**config.mk**
```make
export PLATFORM = sky130hd
export DESIGN_NAME = systolic_array_ctrl_4_4
export DESIGN_NICKNAME = d
export VERILOG_FILES = /design/src/rtl/systolic_array_ctrl_4_4.sv
export SDC_FILE = /design/constraint.sdc
export NUM_CORES = 2
export LEC_CHECK = 0
export ABC_AREA = 1
export BUFFER_PORTS_ARGS = -buffer_cell sky130_fd_sc_hd__buf_4
export CORE_AREA = 5 5 764 766
export CTS_CLUSTER_SIZE = 8
export DETAILED_ROUTE_END_ITERATION = 10
export DIE_AREA = 0 0 769 771
export GPL_TIMING_DRIVEN = 0
export HOLD_SLACK_MARGIN = 0.05
export SLEW_MARGIN = 20
export SYNTH_ARGS = -nofsm -noshare
export SYNTH_HDL_FRONTEND = slang
export SYNTH_SLANG_ARGS = --single-unit
```
**constraint.sdc**
```tcl
create_clock -name ctrl_clk -period 4.9 [get_ports ctrl_clk]
set_input_delay 0.245 -clock ctrl_clk [delete_from_list [all_inputs] [get_ports ctrl_clk]]
set_output_delay 0.245 -clock ctrl_clk [all_outputs]
set_load 0.01 [all_outputs]
```
**src/rtl/systolic_array_ctrl_4_4.sv**
```systemverilog
// Job sequencer for the 4x4 weight-stationary systolic array: loads W from the top,
// streams skewed X columns from the left and captures skewed results from the bottom.
module systolic_array_ctrl_4_4 #(
  parameter int DATA_WIDTH = 32,
  parameter int MAX_N      = 4,
  parameter int ARRAY_LAT  = 4
) (
  input  logic                            ctrl_clk,
  input  logic                            ctrl_rst_n,
  input  logic                            ctrl_start,
  input  logic [2:0]                      ctrl_n_cols,
  input  logic [16*DATA_WIDTH-1:0]        ctrl_w_flat,
  input  logic [4*MAX_N*DATA_WIDTH-1:0]   ctrl_x_flat,
  output logic                            ctrl_busy,
  output logic                            ctrl_done,
  output logic [4*MAX_N*DATA_WIDTH-1:0]   ctrl_result,
  output logic [15:0]                     array_mode,
  output logic [3:0]                      array_en_up,
  output logic [4*DATA_WIDTH-1:0]         array_data_up,
  output logic [3:0]                      array_en_left,
  output logic [4*DATA_WIDTH-1:0]         array_data_left,
  input  logic [4*DATA_WIDTH-1:0]         array_data_down
);

  localparam int DW = DATA_WIDTH;
  localparam int NX = 4 * MAX_N;

  typedef enum logic [1:0] {S_IDLE, S_LOAD, S_COMP, S_DONE} state_e;

  state_e          state_q, state_d;
  logic [3:0]      k_q, k_d;
  logic [2:0]      n_q, n_d;
  logic [DW-1:0]   w_q [16];
  logic [DW-1:0]   w_d [16];
  logic [DW-1:0]   x_q [NX];
  logic [DW-1:0]   x_d [NX];
  logic [DW-1:0]   r_q [NX];
  logic [DW-1:0]   r_d [NX];

  logic            busy_q, busy_d;
  logic            done_q, done_d;
  logic [15:0]     mode_q, mode_d;
  logic [3:0]      en_up_q, en_up_d;
  logic [4*DW-1:0] data_up_q, data_up_d;
  logic [3:0]      en_left_q, en_left_d;
  logic [4*DW-1:0] data_left_q, data_left_d;

  always_comb begin : next_state
    state_d = state_q;
    k_d     = k_q + 4'd1;
    n_d     = n_q;
    w_d     = w_q;
    x_d     = x_q;
    r_d     = r_q;
    case (state_q)
      S_IDLE: begin
        k_d = '0;
        if (ctrl_start) begin
          state_d = S_LOAD;
          for (int i = 0; i < 16; i++) w_d[i] = ctrl_w_flat[i*DW +: DW];
          for (int i = 0; i < NX; i++) x_d[i] = ctrl_x_flat[i*DW +: DW];
          if (ctrl_n_cols == 3'd0)              n_d = 3'd1;
          else if (int'(ctrl_n_cols) > MAX_N)   n_d = 3'(MAX_N);
          else                                  n_d = ctrl_n_cols;
        end
      end
      S_LOAD: begin
        if (k_q == 4'd3) begin
          state_d = S_COMP;
          k_d     = '0;
        end
      end
      S_COMP: begin
        // Column c emits vector j at compute step ARRAY_LAT + j + c (diagonal skew).
        for (int c = 0; c < 4; c++) begin
          for (int j = 0; j < MAX_N; j++) begin
            if (j < int'(n_q) && int'(k_q) == ARRAY_LAT + j + c)
              r_d[c*MAX_N + j] = array_data_down[c*DW +: DW];
          end
        end
        if (int'(k_q) == ARRAY_LAT + int'(n_q) + 2) begin
          state_d = S_DONE;
          k_d     = '0;
        end
      end
      S_DONE: begin
        state_d = S_IDLE;
        k_d     = '0;
      end
      default: begin
        state_d = S_IDLE;
        k_d     = '0;
      end
    endcase
  end

  // Outputs are decoded from the next state so the registers line up with the state they describe.
  always_comb begin : next_outputs
    busy_d      = (state_d == S_LOAD) || (state_d == S_COMP);
    done_d      = (state_d == S_DONE);
    mode_d      = '0;
    en_up_d     = '0;
    data_up_d   = '0;
    en_left_d   = '0;
    data_left_d = '0;
    if (state_d == S_LOAD) begin
      mode_d  = '1;
      en_up_d = '1;
      for (int r = 0; r < 4; r++) begin
        for (int c = 0; c < 4; c++) begin
          if (int'(k_d) == 3 - r) data_up_d[c*DW +: DW] = w_d[r*4 + c];
        end
      end
    end
    if (state_d == S_COMP) begin
      if (int'(k_d) <= int'(n_d) + 2) en_left_d = '1;
      for (int r = 0; r < 4; r++) begin
        for (int j = 0; j < MAX_N; j++) begin
          if (j < int'(n_d) && int'(k_d) == r + j)
            data_left_d[r*DW +: DW] = x_d[r*MAX_N + j];
        end
      end
    end
  end

  always_ff @(posedge ctrl_clk or negedge ctrl_rst_n) begin
    if (!ctrl_rst_n) begin
      state_q     <= S_IDLE;
      k_q         <= '0;
      n_q         <= '0;
      for (int i = 0; i < 16; i++) w_q[i] <= '0;
      for (int i = 0; i < NX; i++) begin
        x_q[i] <= '0;
        r_q[i] <= '0;
      end
      busy_q      <= 1'b0;
      done_q      <= 1'b0;
      mode_q      <= '0;
      en_up_q     <= '0;
      data_up_q   <= '0;
      en_left_q   <= '0;
      data_left_q <= '0;
    end else begin
      state_q     <= state_d;
      k_q         <= k_d;
      n_q         <= n_d;
      w_q         <= w_d;
      x_q         <= x_d;
      r_q         <= r_d;
      busy_q      <= busy_d;
      done_q      <= done_d;
      mode_q      <= mode_d;
      en_up_q     <= en_up_d;
      data_up_q   <= data_up_d;
      en_left_q   <= en_left_d;
      data_left_q <= data_left_d;
    end
  end

  always_comb begin
    for (int i = 0; i < NX; i++) ctrl_result[i*DW +: DW] = r_q[i];
  end

  assign ctrl_busy       = busy_q;
  assign ctrl_done       = done_q;
  assign array_mode      = mode_q;
  assign array_en_up     = en_up_q;
  assign array_data_up   = data_up_q;
  assign array_en_left   = en_left_q;
  assign array_data_left = data_left_q;

endmodule

```
-- Word level (Yosys, flattened, before mapping)
Cells that the tools add are included.
- memory bits (writable): 0
- latch bits: 0
- register bits: 1827
- bits in read-only memories: 0
- input port bits: 1158
- output and inout bits: 794
- memories kept: 0
- word-level logic and storage cells: 199
- multipliers: 0
- $lt $le $gt $ge: 10
- bitwise logic cells: 0
- multiplexer cells: 53
- div/mod/pow operators: 0
- shift-type cells: 0
- $add $sub $neg: 4
- equality and inequality tests: 21
- reduce and logical (&&, ||, !) cells: 53
- operators with widths (cell ; count):
    two-way mux 512 bit ; 4
    two-way mux 32 bit ; 32
    two-way mux 128 bit ; 2
    == test 4 bit (second input constant) ; 10
    logical AND 1 bit ; 32
    AND reduction 2 bit ; 16
    two-way mux 4 bit ; 5
    two-way mux 16 bit ; 1
    less-than comparator 1 x 3 -> 1 bit (first input constant) ; 4
    less-than comparator 2 x 3 -> 1 bit (first input constant) ; 4
    two-way mux 3 bit ; 4
    case mux 4 bit (3 select lines) ; 1
    == test 2 bit (second input constant) ; 4
    == test 4 x 2 -> 1 bit (second input constant) ; 2
    == test 4 x 3 -> 1 bit (second input constant) ; 2
    case mux 2 bit (4 select lines) ; 1
    two-way mux 2 bit ; 3
    adder 4 x 2 -> 5 bit (second input constant) ; 1
    == test 4 x 5 -> 1 bit ; 1
    adder 3 x 2 -> 4 bit (second input constant) ; 1
    adder 3 x 3 -> 4 bit (first input constant) ; 1
    adder 4 x 1 -> 4 bit (second input constant) ; 1
    == test 2 x 1 -> 1 bit (second input constant) ; 2
    less-or-equal comparator 4 bit ; 1
    6 further kinds ; 6

-- Longest topological paths before layout
- depth in word-level cells: 12
- depth in mapped cells: 17

-- Least setup slack after synthesis
Ideal clock, no wire load.
- path kind: reg-to-reg
- start point: register state_q[0]
- end point: register data_left_q[107], in the netlist array_data_left[107]
- clock period less this slack: 2616 ps
- cell stages (with the launch flop): 18
- setup slack: 2284 ps
- data arrival time: 2495 ps
- cell sequence: dfrtp_1 > inv_2 > nand3_1 > inv_2 > clkbuf_1 > clkbuf_1 > o22ai_1 > inv_1 > ha_1 > clkinv_1 > nand2_1 > inv_1 > clkbuf_1 > clkbuf_1 > nand3_1 > nand2_1 > nor2_1 > nor2_1
- RTL lines (what ; line ; text):
    start: declaration ; 30 ; state_e state_q, state_d;
    start signal: assignment ; 144 ; state_q <= state_d;
    logical NOT 2 bit * ; 55 ; case (state_q)
    two-way mux 3 bit * ; 55 ;
    named net n_d[1] ; 32 ; logic [2:0] n_q, n_d;
    less-than comparator 1 x 3 -> 1 bit ; 119 ; if (j < int'(n_d) && int'(k_d) == r + j)
    logical AND 1 bit ; 119 ;
    two-way mux 32 bit (3 in series) ; 119 ;
    two-way mux 32 bit * ; 119 ;
    two-way mux 128 bit * ; 115 ; if (state_d == S_COMP) begin
    named net data_left_d[107] ; 46 ; logic [4*DW-1:0] data_left_q, data_left_d;
    end signal: assignment ; 156 ; data_left_q <= data_left_d;
    end: declaration ; 46 ;
The timed path passes the listed nets; every way through them passes the cells marked *.
A chain may end at the register's enable or synchronous reset.

-- Worst setup path in the final report
- start point: register n_q[1]
- end point: register data_left_q[50], in the netlist array_data_left[50]
- cells in the longest elaborated chain, start to end: 12
- RTL lines (what ; line ; text):
    start: declaration ; 32 ;
    start signal: assignment ; 146 ; n_q <= n_d;
    adder 3 x 3 -> 4 bit ; 81 ; if (int'(k_q) == ARRAY_LAT + int'(n_q) + 2) begin
    adder 4 x 2 -> 5 bit ; 81 ;
    == test 4 x 5 -> 1 bit ; 81 ;
    two-way mux 4 bit ; 81 ;
    case mux 4 bit (3 select lines) ; 55 ;
    == test 4 x 2 -> 1 bit ; 119 ;
    logical AND 1 bit ; 119 ;
    two-way mux 32 bit (4 in series) ; 119 ;
    two-way mux 128 bit * ; 115 ;
    named net data_left_d[50] ; 46 ;
Marked as above.

==> impl_metrics.json <==
{
  "insertion_delay_ns": 0.96,
  "grt_pass1_vias": 81197,
  "worst_pin_slew_ns": 1.358,
  "yosysUniqueCellTypes": 31,
  "cts_num_sinks": 1805,
  "synth_area_sq_mm": 0.07496,
  "die_area_sq_mm": 0.5929,
  "pre_cts_ws_ns": -1.275,
  "outcome": "finished, final reports clean",
  "finalSetupViolCount": 0,
  "viasPerCell": 4.014,
  "multi_input_comb_area_sq_mm": 0.02534,
  "hp-class": "input port to flip-flop",
  "fin_hold_ws_ns": 0.001517,
  "io_buffer_count": 1951,
  "cts_buffers": 277,
  "path_max_fanout": 11,
  "peakVddDrop_mv": 0.3806,
  "dr.first_iter.drc_count": 8399,
  "fin_total_pwr_w": 0.07370,
  "die_h_microns": 771,
  "comb_power_share": 0.451,
  "areaGrowthSynthToFinish_pct": 68.43,
  "coreArea_sq_mm": 0.5756,
  "vias": 81287,
  "grtUsageMet1": 0.2869,
  "drt-pass1-iter-count": 8,
  "row_count": 279,
  "synth.avg_cell_area_sq_um": 8.894,
  "clkTransAtPathRegs_ns": 0.05,
  "grt.total_usage": 0.2012,
  "grt_overflow": 0,
  "clock.fmax_ghz": 0.2102,
  "end_kind": "flip-flop",
  "drc": 0,
  "synth_fp_nets": 9602,
  "fin_skew_ns": 0.07376,
  "yosys_warnings": 0,
  "final_area_sq_mm": 0.1263,
  "final_nets": 13596,
  "detail_route.wirelength_microns": 621600,
  "grt_pass1_wl_microns": 793700,
  "pin_count": 1952,
  "p_seq_frac": 0.294,
  "cp_common_cell": "nand2_1",
  "fin_crit_ns": 4.758,
  "cp-start-kind": "flip-flop",
  "ys_seq_elements": 1805,
  "grt_use_met2": 0.2760,
  "maxCapViolCount": 0,
  "die_w_microns": 769,
  "startpoint": "n_q[1]$_DFF_PN0_",
  "layout-drive-gt1-share": 0.2210,
  "power_frac_clock": 0.254,
  "synthCells": 8428,
  "critPathMaxStageDelay_ns": 1.04,
  "dp_hpwl_microns": 514600,
  "p_int_w": 0.03996,
  "hp-start": "ctrl_w_flat[127]",
  "post-route-period-util": 0.9711,
  "clock_path_buffers": 4,
  "p_sw_frac": 0.4578,
  "htreeDepth": 5,
  "crit_buf_inv": 4,
  "crit_type": "flip-flop to flip-flop",
  "critPathRequiredTime_ns": 5.78,
  "grt_antenna_before_repair": 406,
  "gp_congestion": 0.9888,
  "root_buffer": "clkbuf_16",
  "p_leak_nw": 62.58,
  "drv_slew": 0,
  "ant_nets": 0,
  "p_per_area_mw_per_mm2": 583.8,
  "r2r-start": "n_q[1]$_DFF_PN0_",
  "setup_ws_ns": 0.1417,
  "max_slew_margin": 0.09444,
  "cts_tree": "built",
  "use_met3": 0.05897,
  "hold_viol": 0,
  "seq_area_frac_synth": 0.6026,
  "register_area_sq_mm": 0.04517,
  "power_switching_w": 0.03374,
  "fillers": 62405,
  "wl_per_cell_microns": 30.70,
  "arrival_ns": 5.64,
  "grt_max_degree": 138,
  "grt-busiest-layer": "met1",
  "postLayoutCoreUtil": 0.2193,
  "cp_top_family": "buffers and inverters",
  "path_cells": "inv_1 -> ha_1 -> inv_1 -> nand2_1 -> nand2_1 -> nor2_1 -> nand2_1 -> nand2_1 -> nand2_4 -> o21ai_4 -> buf_4 -> clkbuf_1 -> nand4_1 -> nand2_1 -> nor2_1 -> nor2_1",
  "place_area_sq_mm": 0.1006,
  "slowest_stage": "clkbuf_1",
  "initial_core_util": 0.1302
}
## placed cells by master, fill, tap and decap left out, types with 14 or more instances in the layout
cell / instances
nand2_1: 2853
buf_4: 1996
dfrtp_1: 1805
dlygate4sd3_1: 1697
o21ai_0: 918
inv_1: 541
nor2_1: 521
clkbuf_1: 346
nand4_1: 326
nand3_1: 320
clkbuf_16: 279
mux2i_1: 251
diode_2: 172
buf_2: 144
or2_2: 130
o21ai_1: 110
clkbuf_2: 43
buf_16: 37
buf_12: 17
buf_1: 15
ha_1: 14
## stage by stage
stage                     std cells  setup TNS (ns)
final                         20249               0
after global routing          20142       -0.002960
after CTS                     20076               0
after detailed placement      18028          -52.99
after global placement        17966               -
after floorplan                8428               0
## cell usage after synthesis
master / number / area, sq um
o21ai_0: 943 / 4720
or2_2: 130 / 813.3
o22ai_1: 1 / 6.260
nand2_4: 2 / 22.52
mux2i_1: 251 / 2512
nor2_4: 3 / 33.78
and2_1: 1 / 6.260
nor2_1: 528 / 1982
buf_1: 17 / 63.81
dfrtp_1: 1805 / 45170
nand3_1: 322 / 1612
clkbuf_1: 392 / 1471
nor3_1: 2 / 10.01
xor2_1: 1 / 8.760
nand2_2: 2 / 12.51
a21boi_0: 1 / 7.510
nor2_2: 1 / 6.260
o21ai_1: 88 / 440.4
inv_2: 7 / 26.28
ha_1: 16 / 200.2
o21ai_4: 1 / 16.27
nand3_2: 1 / 10.01
a21oi_1: 6 / 30.03
nand4_1: 326 / 2039
o21ai_2: 1 / 8.760
xnor2_1: 1 / 8.760
clkinv_1: 1 / 3.750
inv_1: 541 / 2031
buf_2: 148 / 740.7
nand2_1: 2862 / 10740
buf_4: 27 / 202.7
## power groups by stage
stage / Clock [W] / Sequential (W) / Combinational [W]
6_report: 0.0187 / 0.0217 / 0.0333
4_1_cts: 0.0192 / 0.0216 / 0.0330
3_3_place_gp: 0 / 0.0218 / 0.0306
5_1_grt: 0.0198 / 0.0221 / 0.0356
2_1_floorplan: 0 / 0.0217 / 0.0137
3_5_place_dp: 0 / 0.0218 / 0.0315
## tightest hold or removal path: stages
cell     delay [ns]
buf_4          0.08
nand2_1        0.05
nand2_1        0.43
## layer usage
layer,part of all wire,vias to the layer above
met5,0.0017,-
met4,0.055,170
met3,0.094,1328
met2,0.39,5025
met1,0.46,39713
li1,-,35051
## sequential cells by signal (all words and copies together), names as in the netlist
signal and cells:
ctrl_result 512, w_q 512, x_q 512, array_data_left 128, array_data_up 128, k_q 4, n_q 3, state_q 2
array_en_left 1, array_en_up 1, ctrl_busy 1, ctrl_done 1
## area by class of cell
cell class,instances,area share
antenna,172,0.003409
clock inverter,46,0.006878
sequential,1805,0.3578
tap,7587,0.07519
clock buffer,301,0.05691
timing repair buffer,3718,0.2623
buffer,581,0.02044
multi-input combinational,5490,0.2007
inverter,549,0.01638
## cells by family (layout without fill, tap and decap cells)
logic type / Yosys count / in the layout / synth area share
flip-flops: 1805 / 1805 / 0.6026
AO/OA/AOI/OAI: 1041 / 1041 / 0.06976
buffers and inverters: 1133 / 5195 / 0.06056
AND/OR/NAND/NOR: 4180 / 4180 / 0.2307
adder cells (fa/ha/maj): 16 / 16 / 0.002671
multiplexers: 251 / 251 / 0.03352
other: 0 / 172 / 0
XOR/XNOR: 2 / 2 / 0.0002337
## path summary, 6_finish.rpt
check / endpoint / slack [ns] / depth (start not counted)
hold / removal: w_q[415]$_DFF_PN0_ / 0.002 / 3
min in group asynchronous: array_data_up[104]$_DFF_PN0_ / 0.59 / 4
setup / recovery: array_data_left[50]$_DFF_PN0_ / 0.14 / 16
max in group asynchronous: x_q[400]$_DFF_PN0_ / 1.31 / 8
setup reg to reg: array_data_left[50]$_DFF_PN0_ / 0.14 / 16
hold reg to reg: x_q[148]$_DFF_PN0_ / 0.47 / 2
## timing repair
action | 4_1_cts | 5_1_grt
resized for setup | 21 | 3
buffers inserted | 6 | 0
endpoints found under the hold margin | 2243 | 0
hold buffers | 1698 | 0
pin swaps | 3 | 0
cloned | 0 | 0
setup endpoints to repair | 122 | 3
Power figures use the tool's default switching activity.
